$ cat src/rtl/adder_sweep_pkg.sv
// Shared types and defaults for the adder operand sweep driver.
package adder_sweep_pkg;

  localparam int DEF_WIDTH         = 3;
  localparam int DEF_SETTLE_CYCLES = 2;

  typedef enum logic [1:0] {
    IDLE   = 2'd0,
    SETTLE = 2'd1,
    CHECK  = 2'd2,
    DONE   = 2'd3
  } state_t;

  // Clock cycles from an accepted start edge to done.
  function automatic int sweep_cycles(input int width, input int settle);
    return (1 << (2 * width)) * (settle + 1);
  endfunction

endpackage

$ cat src/rtl/adder_sweep_driver_if.sv
// Operand/sum bus between the sweep driver and the adder under test.
interface adder_sweep_driver_if
  import adder_sweep_pkg::*;
#(
  parameter int WIDTH = DEF_WIDTH
);
  // No handshake: the driver holds a_out/b_out stable and samples sum_in
  // a fixed number of cycles later, so the adder only needs to settle in time.
  logic [WIDTH-1:0] a_out;
  logic [WIDTH-1:0] b_out;
  logic [WIDTH:0]   sum_in;

  modport master (output a_out, output b_out, input sum_in);
  modport slave  (input a_out, input b_out, output sum_in);
endinterface

$ cat src/rtl/adder_sweep_driver_operand_counter.sv
// Walks every {a, b} operand pair; b is the low half so it advances first.
module operand_counter #(
  parameter int WIDTH = 3
) (
  input  logic             clk,
  input  logic             rst,
  input  logic             clr,
  input  logic             inc,
  output logic [WIDTH-1:0] a,
  output logic [WIDTH-1:0] b,
  output logic             last
);
  localparam logic [2*WIDTH-1:0] PAIR_ONE = 1;

  logic [2*WIDTH-1:0] pair_q;

  always_ff @(posedge clk) begin
    if (rst || clr) begin
      pair_q <= '0;
    end else if (inc) begin
      pair_q <= pair_q + PAIR_ONE;
    end
  end

  assign {a, b} = pair_q;
  assign last   = &pair_q;
endmodule

$ cat src/rtl/adder_sweep_driver.sv
// Sweeps all operand pairs through an external adder and checks each sum.
// Optional ADDER_SWEEP_STOP_ON_FAIL_EN: halt in DONE on the first mismatch.
module adder_sweep_driver
  import adder_sweep_pkg::*;
#(
  parameter int WIDTH         = DEF_WIDTH,
  parameter int SETTLE_CYCLES = DEF_SETTLE_CYCLES
) (
  input  logic                  clk,
  input  logic                  rst,
  input  logic                  start,
  adder_sweep_driver_if.master  bus,
  output logic                  busy,
  output logic                  done,
  output logic                  pass,
  output logic [2*WIDTH:0]      err_count,
  output logic [WIDTH-1:0]      fail_a,
  output logic [WIDTH-1:0]      fail_b,
  output state_t                dbg_state
);
  localparam logic [3:0]       SETTLE_RELOAD = 4'(SETTLE_CYCLES - 1);
  localparam logic [3:0]       CNT_ONE       = 4'd1;
  localparam logic [2*WIDTH:0] ERR_ONE       = 1;

  state_t             state_q, state_d;
  logic [3:0]         cnt_q, cnt_d;
  logic               start_q, armed_q, start_rise;
  logic               ctr_clr, ctr_inc, last_pair;
  logic [WIDTH-1:0]   a_cur, b_cur;
  logic [WIDTH:0]     exp_sum;
  logic               mismatch, stop_now;
  logic [2*WIDTH:0]   err_d, err_sat;
  logic [WIDTH-1:0]   fail_a_d, fail_b_d;
  logic               pass_d;

  operand_counter #(.WIDTH(WIDTH)) u_operand_counter (
    .clk  (clk),
    .rst  (rst),
    .clr  (ctr_clr),
    .inc  (ctr_inc),
    .a    (a_cur),
    .b    (b_cur),
    .last (last_pair)
  );

  assign bus.a_out = a_cur;
  assign bus.b_out = b_cur;

  // armed_q masks the first edge after reset so a start held through reset
  // is not mistaken for a fresh rising edge.
  assign start_rise = start & ~start_q & armed_q;
  assign exp_sum    = {1'b0, a_cur} + {1'b0, b_cur};
  assign mismatch   = (bus.sum_in != exp_sum);
  assign err_sat    = (&err_count) ? err_count : err_count + ERR_ONE;

`ifdef ADDER_SWEEP_STOP_ON_FAIL_EN
  assign stop_now = mismatch;
`else
  assign stop_now = 1'b0;
`endif

  always_comb begin
    state_d  = state_q;
    cnt_d    = cnt_q;
    ctr_clr  = 1'b0;
    ctr_inc  = 1'b0;
    err_d    = err_count;
    fail_a_d = fail_a;
    fail_b_d = fail_b;
    pass_d   = pass;
    case (state_q)
      IDLE, DONE: begin
        if (start_rise) begin
          state_d  = SETTLE;
          cnt_d    = SETTLE_RELOAD;
          ctr_clr  = 1'b1;
          err_d    = '0;
          fail_a_d = '0;
          fail_b_d = '0;
          pass_d   = 1'b0;
        end
      end
      SETTLE: begin
        if (cnt_q == '0) state_d = CHECK;
        else             cnt_d   = cnt_q - CNT_ONE;
      end
      CHECK: begin
        if (mismatch) begin
          err_d = err_sat;
          if (err_count == '0) begin
            fail_a_d = a_cur;
            fail_b_d = b_cur;
          end
        end
        if (stop_now || last_pair) begin
          state_d = DONE;
          pass_d  = (err_d == '0);
        end else begin
          ctr_inc = 1'b1;
          state_d = SETTLE;
          cnt_d   = SETTLE_RELOAD;
        end
      end
      default: state_d = IDLE;
    endcase
  end

  always_ff @(posedge clk) begin
    if (rst) begin
      state_q   <= IDLE;
      cnt_q     <= '0;
      start_q   <= 1'b0;
      armed_q   <= 1'b0;
      err_count <= '0;
      fail_a    <= '0;
      fail_b    <= '0;
      pass      <= 1'b0;
    end else begin
      state_q   <= state_d;
      cnt_q     <= cnt_d;
      start_q   <= start;
      armed_q   <= 1'b1;
      err_count <= err_d;
      fail_a    <= fail_a_d;
      fail_b    <= fail_b_d;
      pass      <= pass_d;
    end
  end

  assign busy      = (state_q == SETTLE) || (state_q == CHECK);
  assign done      = (state_q == DONE);
  assign dbg_state = state_q;
endmodule

$ cat src/flat_wrapper.sv
// flat-port wrapper written by rule: the top's interface ports become plain ports
module adder_sweep_driver_flat import adder_sweep_pkg::*;
#(
  parameter int WIDTH         = DEF_WIDTH,
  parameter int SETTLE_CYCLES = DEF_SETTLE_CYCLES
)
  (clk, rst, start, busy, done, pass, err_count, fail_a, fail_b, dbg_state, bus_a_out, bus_b_out, bus_sum_in);
  adder_sweep_driver_if #(.WIDTH(WIDTH)) bus_i ();
  input  logic clk;
  input  logic rst;
  input  logic start;
  output logic busy;
  output logic done;
  output logic pass;
  output logic [2*WIDTH:0] err_count;
  output logic [WIDTH-1:0] fail_a;
  output logic [WIDTH-1:0] fail_b;
  output state_t dbg_state;
  output wire logic [$bits(bus_i.a_out)-1:0] bus_a_out;
  output wire logic [$bits(bus_i.b_out)-1:0] bus_b_out;
  input wire logic [$bits(bus_i.sum_in)-1:0] bus_sum_in;
  assign bus_a_out = bus_i.a_out;
  assign bus_b_out = bus_i.b_out;
  assign bus_i.sum_in = bus_sum_in;
  adder_sweep_driver #(.WIDTH(WIDTH), .SETTLE_CYCLES(SETTLE_CYCLES)) u_core (.clk(clk), .rst(rst), .start(start), .bus(bus_i), .busy(busy), .done(done), .pass(pass), .err_count(err_count), .fail_a(fail_a), .fail_b(fail_b), .dbg_state(dbg_state));
endmodule
$ cat config.mk
export PLATFORM = sky130hd
export DESIGN_NAME = adder_sweep_driver_flat
export DESIGN_NICKNAME = d
export VERILOG_FILES = /design/src/rtl/adder_sweep_pkg.sv /design/src/rtl/adder_sweep_driver_if.sv /design/src/rtl/adder_sweep_driver_operand_counter.sv /design/src/rtl/adder_sweep_driver.sv /design/src/flat_wrapper.sv
export SDC_FILE = /design/constraint.sdc
export NUM_CORES = 1
export LEC_CHECK = 0
export CORE_MARGIN = 2
export CORE_UTILIZATION = 35
export CTS_BUF_LIST = sky130_fd_sc_hd__clkbuf_16
export DETAILED_ROUTE_END_ITERATION = 10
export MAX_ROUTING_LAYER = met4
export SYNTH_ARGS = -nofsm -noshare
export SYNTH_HDL_FRONTEND = slang
export SYNTH_HIERARCHICAL = 1
export SYNTH_SLANG_ARGS = --single-unit
export TNS_END_PERCENT = 5
$ cat constraint.sdc
create_clock -name clk -period 7.7 [get_ports clk]
set_input_delay 0.77 -clock clk [delete_from_list [all_inputs] [get_ports clk]]
set_output_delay 0.77 -clock clk [all_outputs]
set_load 0.005 [all_outputs]
==> metrics <==
crit path time final=around 2700 ps; fin util=0.462; later-pin clock latency in the skew report=between 200 and 300 ps; cts repair resizes=0; worst slew pin tran=between 800 and 900 ps; clk root buf=clkbuf_16; GRT Total Usage=0.160; first-pass GRT wire length=between 6000 and 7000 um; Synth Cell Area=approximately 1600 um2; Critical Path, Cell by Cell=ha_1, inv_1, fa_1, xnor3_1, nor3_2, o21ai_2, a21o_1, a211o_1, o41ai_2; Area after DPL=roughly 2000 um2; antenna cells=0; postcts setup bufs=0; Pwr Density=roughly 210 nW/um2; TNS Setup=0 ps; boundary pin count=31; synth warn=6; Starting Density=0.367; max_cap viols=0; CTS tree=yes; hold path start=u_core/fail_a[2]; CTS Hold Bufs=0; slowest stage delay, CP=480 ps; Setup CP Type=flip-flop to flip-flop; # clock sinks=28; post-DR vias/cell=about 5.6; Net count, final=245; Worst Skew=~4.1 ps; H-tree depth=1; Critical path origin=u_core/u_operand_counter/pair_q[3]; peak fanout along the critical path=9; syn_nets=216; Worst Hold Class=flip-flop to flip-flop; CP Data Required Time=slightly below 8000 ps; IO Port Bufs=30; final setup fails=0; total grt overflow=0; WL final=roughly 3800 um; Crit Reg-Reg Startpoint=u_core/u_operand_counter/pair_q[3]; Worst-path clk slew=~70 ps; Initial DRT Pass Iterations=4; outcome=finished clean; die footprint=5190 um2; Synth Register Bits=28; startpoint types=flip-flop; initial drt markers=between 60 and 70; initial antenna violation count=0; Mapped Cells=196; Vias=1532; post-DP HPWL=between 2000 and 3000 um; synth-to-layout area growth=26.0%; core box area=4410 um2; Worst Setup End Kind=flip-flop; CP max-delay cell=dfxtp_1; period utilization=0.355; # DRC=0; Seq/Total Area, Yosys=0.346; maximum vdd drop=slightly below 100 uV; routed len/inst=~14 um; layout cells sized above 1=0.0357; RSZ-0062 raised after global routing=no; Antenna Nets Post-Route=0; Fmax=0.366 GHz; die width=72.0 um; final hold viol count=0; row cnt=24; number of global-route vias before repair=~1300; Non-Filler Cell Area, Final=just over 2000 um2; number of CTS-inserted buffers=3; area leader, netlist=dfxtp_1; Slew HR=0.445; max-slew violation count=0; LEAKAGE=0.000760 uW; Die H=72.0 um; Layout fillers=~450; Avg Cell Area, Syn=between 8 and 9 um2; WP data arrival=~2900 ps; post-synth top area share=0.346; top post-synthesis cells by area=dfxtp_1 35%, ha_1 9.3%, a21oi_1 5.3%, nor2_1 5.1%, o21ai_0 4.0%; RePlAce Congestion=0.876; clk buf depth=2; Crit path max-delay family=compound AO/OA/AOI/OAI gates; synth unique cells=40; number of buffers and inverters on the critical path=1; largest net degree at the start of global routing=23
[report_power, final]
group          switching (uW)  internal, uW
registers                14.1           159
clock network            49.1          69.6
logic                    80.2          61.6
total                     143           290
[cells by family after synthesis]
family,synth area share
XOR/XNOR,0.0572
multiplexers,0.0185
flip-flops,0.346
adder cells (fa/ha/maj),0.105
AND/OR/NAND/NOR,0.229
buffers and inverters,0.0441
AO/OA/AOI/OAI,0.200
[synth_stat cells]
cell	instances
a211o_1	1
a211oi_1	6
a21o_1	2
a21oi_1	17
a2bb2oi_1	1
a311oi_1	1
a32oi_1	2
and2_1	2
and3_1	3
clkbuf_1	6
dfxtp_1	28
fa_1	1
ha_1	12
inv_1	13
mux2i_1	3
nand2_1	16
nand2b_1	1
nand3_1	6
nand3b_1	3
nand4_1	8
nand4_2	1
nor2_1	22
nor2b_1	2
nor3_1	3
nor3_2	1
nor4_1	1
nor4b_1	1
nor4bb_1	1
o211ai_1	1
o21a_1	3
o21ai_0	13
o21ai_2	1
o22ai_1	1
o31a_1	1
o41ai_2	1
or2_2	1
or3_1	1
xnor2_1	2
xnor3_1	1
xor2_1	6
[per-stage QoR]
stage | hold WS [ps] | setup slack, ps | instances | total power [uW]
floorplan | 459 | 5200 | 196 | 275
global placement | 463 | 4930 | 272 | 319
detailed placement | 474 | 4900 | 272 | 318
CTS | 483 | 4970 | 276 | 440
global route | 500 | 4840 | 276 | 463
finish | 482 | 4970 | 276 | 434
[tightest hold or removal path, cell delays in order (launching register included)]
cell and delay [ps]:
dfxtp_1 310, o21ai_0 70, a21oi_1 60
[layer usage]
metal  GRT usage  vias to the layer above  part of all wire
met5           -                        -                 0
met2       0.238                       37              0.44
met3      0.0181                        5             0.036
li1            -                      752                 -
met4      0.0566                        0             0.016
met1       0.226                      738              0.51
[sequential cells by signal, summed over array words and instances (netlist names)]
signal,flops
u_core/fail_b,3
u_core/u_operand_counter/pair_q,6
u_core/err_count,7
u_core/armed_q,1
u_core/dbg_state,2
u_core/fail_a,3
u_core/cnt_q,4
u_core/start_q,1
u_core/pass,1
[layout make-up]
cell class / instances / area [um2] / area share
clock inverters: 1 / 3.75 / 0.00184
well taps: 52 / 65.1 / 0.0319
clock buffers: 3 / 75.1 / 0.0368
multi-input cells: 149 / 987 / 0.484
flip-flops and latches: 28 / 561 / 0.275
repair buffers: 30 / 300 / 0.147
inverters: 13 / 48.8 / 0.0239
[placed cells by master (no fill, tap or decap), types with 6 or more instances in the layout]
master	netlist	routed
nand4_1	8	8
nand2_1	16	16
clkdlybuf4s50_1	0	30
dfxtp_1	28	28
a211oi_1	6	6
nor2_1	22	22
a21oi_1	17	17
o21ai_0	13	13
ha_1	12	12
nand3_1	6	6
xor2_1	6	6
inv_1	13	13
[final timing paths]
| kind | end | slack [ps] | depth (start not counted) |
|---|---|---|---|
| max | u_core/pass | 4970 | 9 |
| min | u_core/fail_a[2] | 480 | 2 |
| max reg2reg | u_core/pass | 4970 | 9 |
| min reg2reg | u_core/fail_a[2] | 480 | 2 |
(Power assumes the default switching activity.)
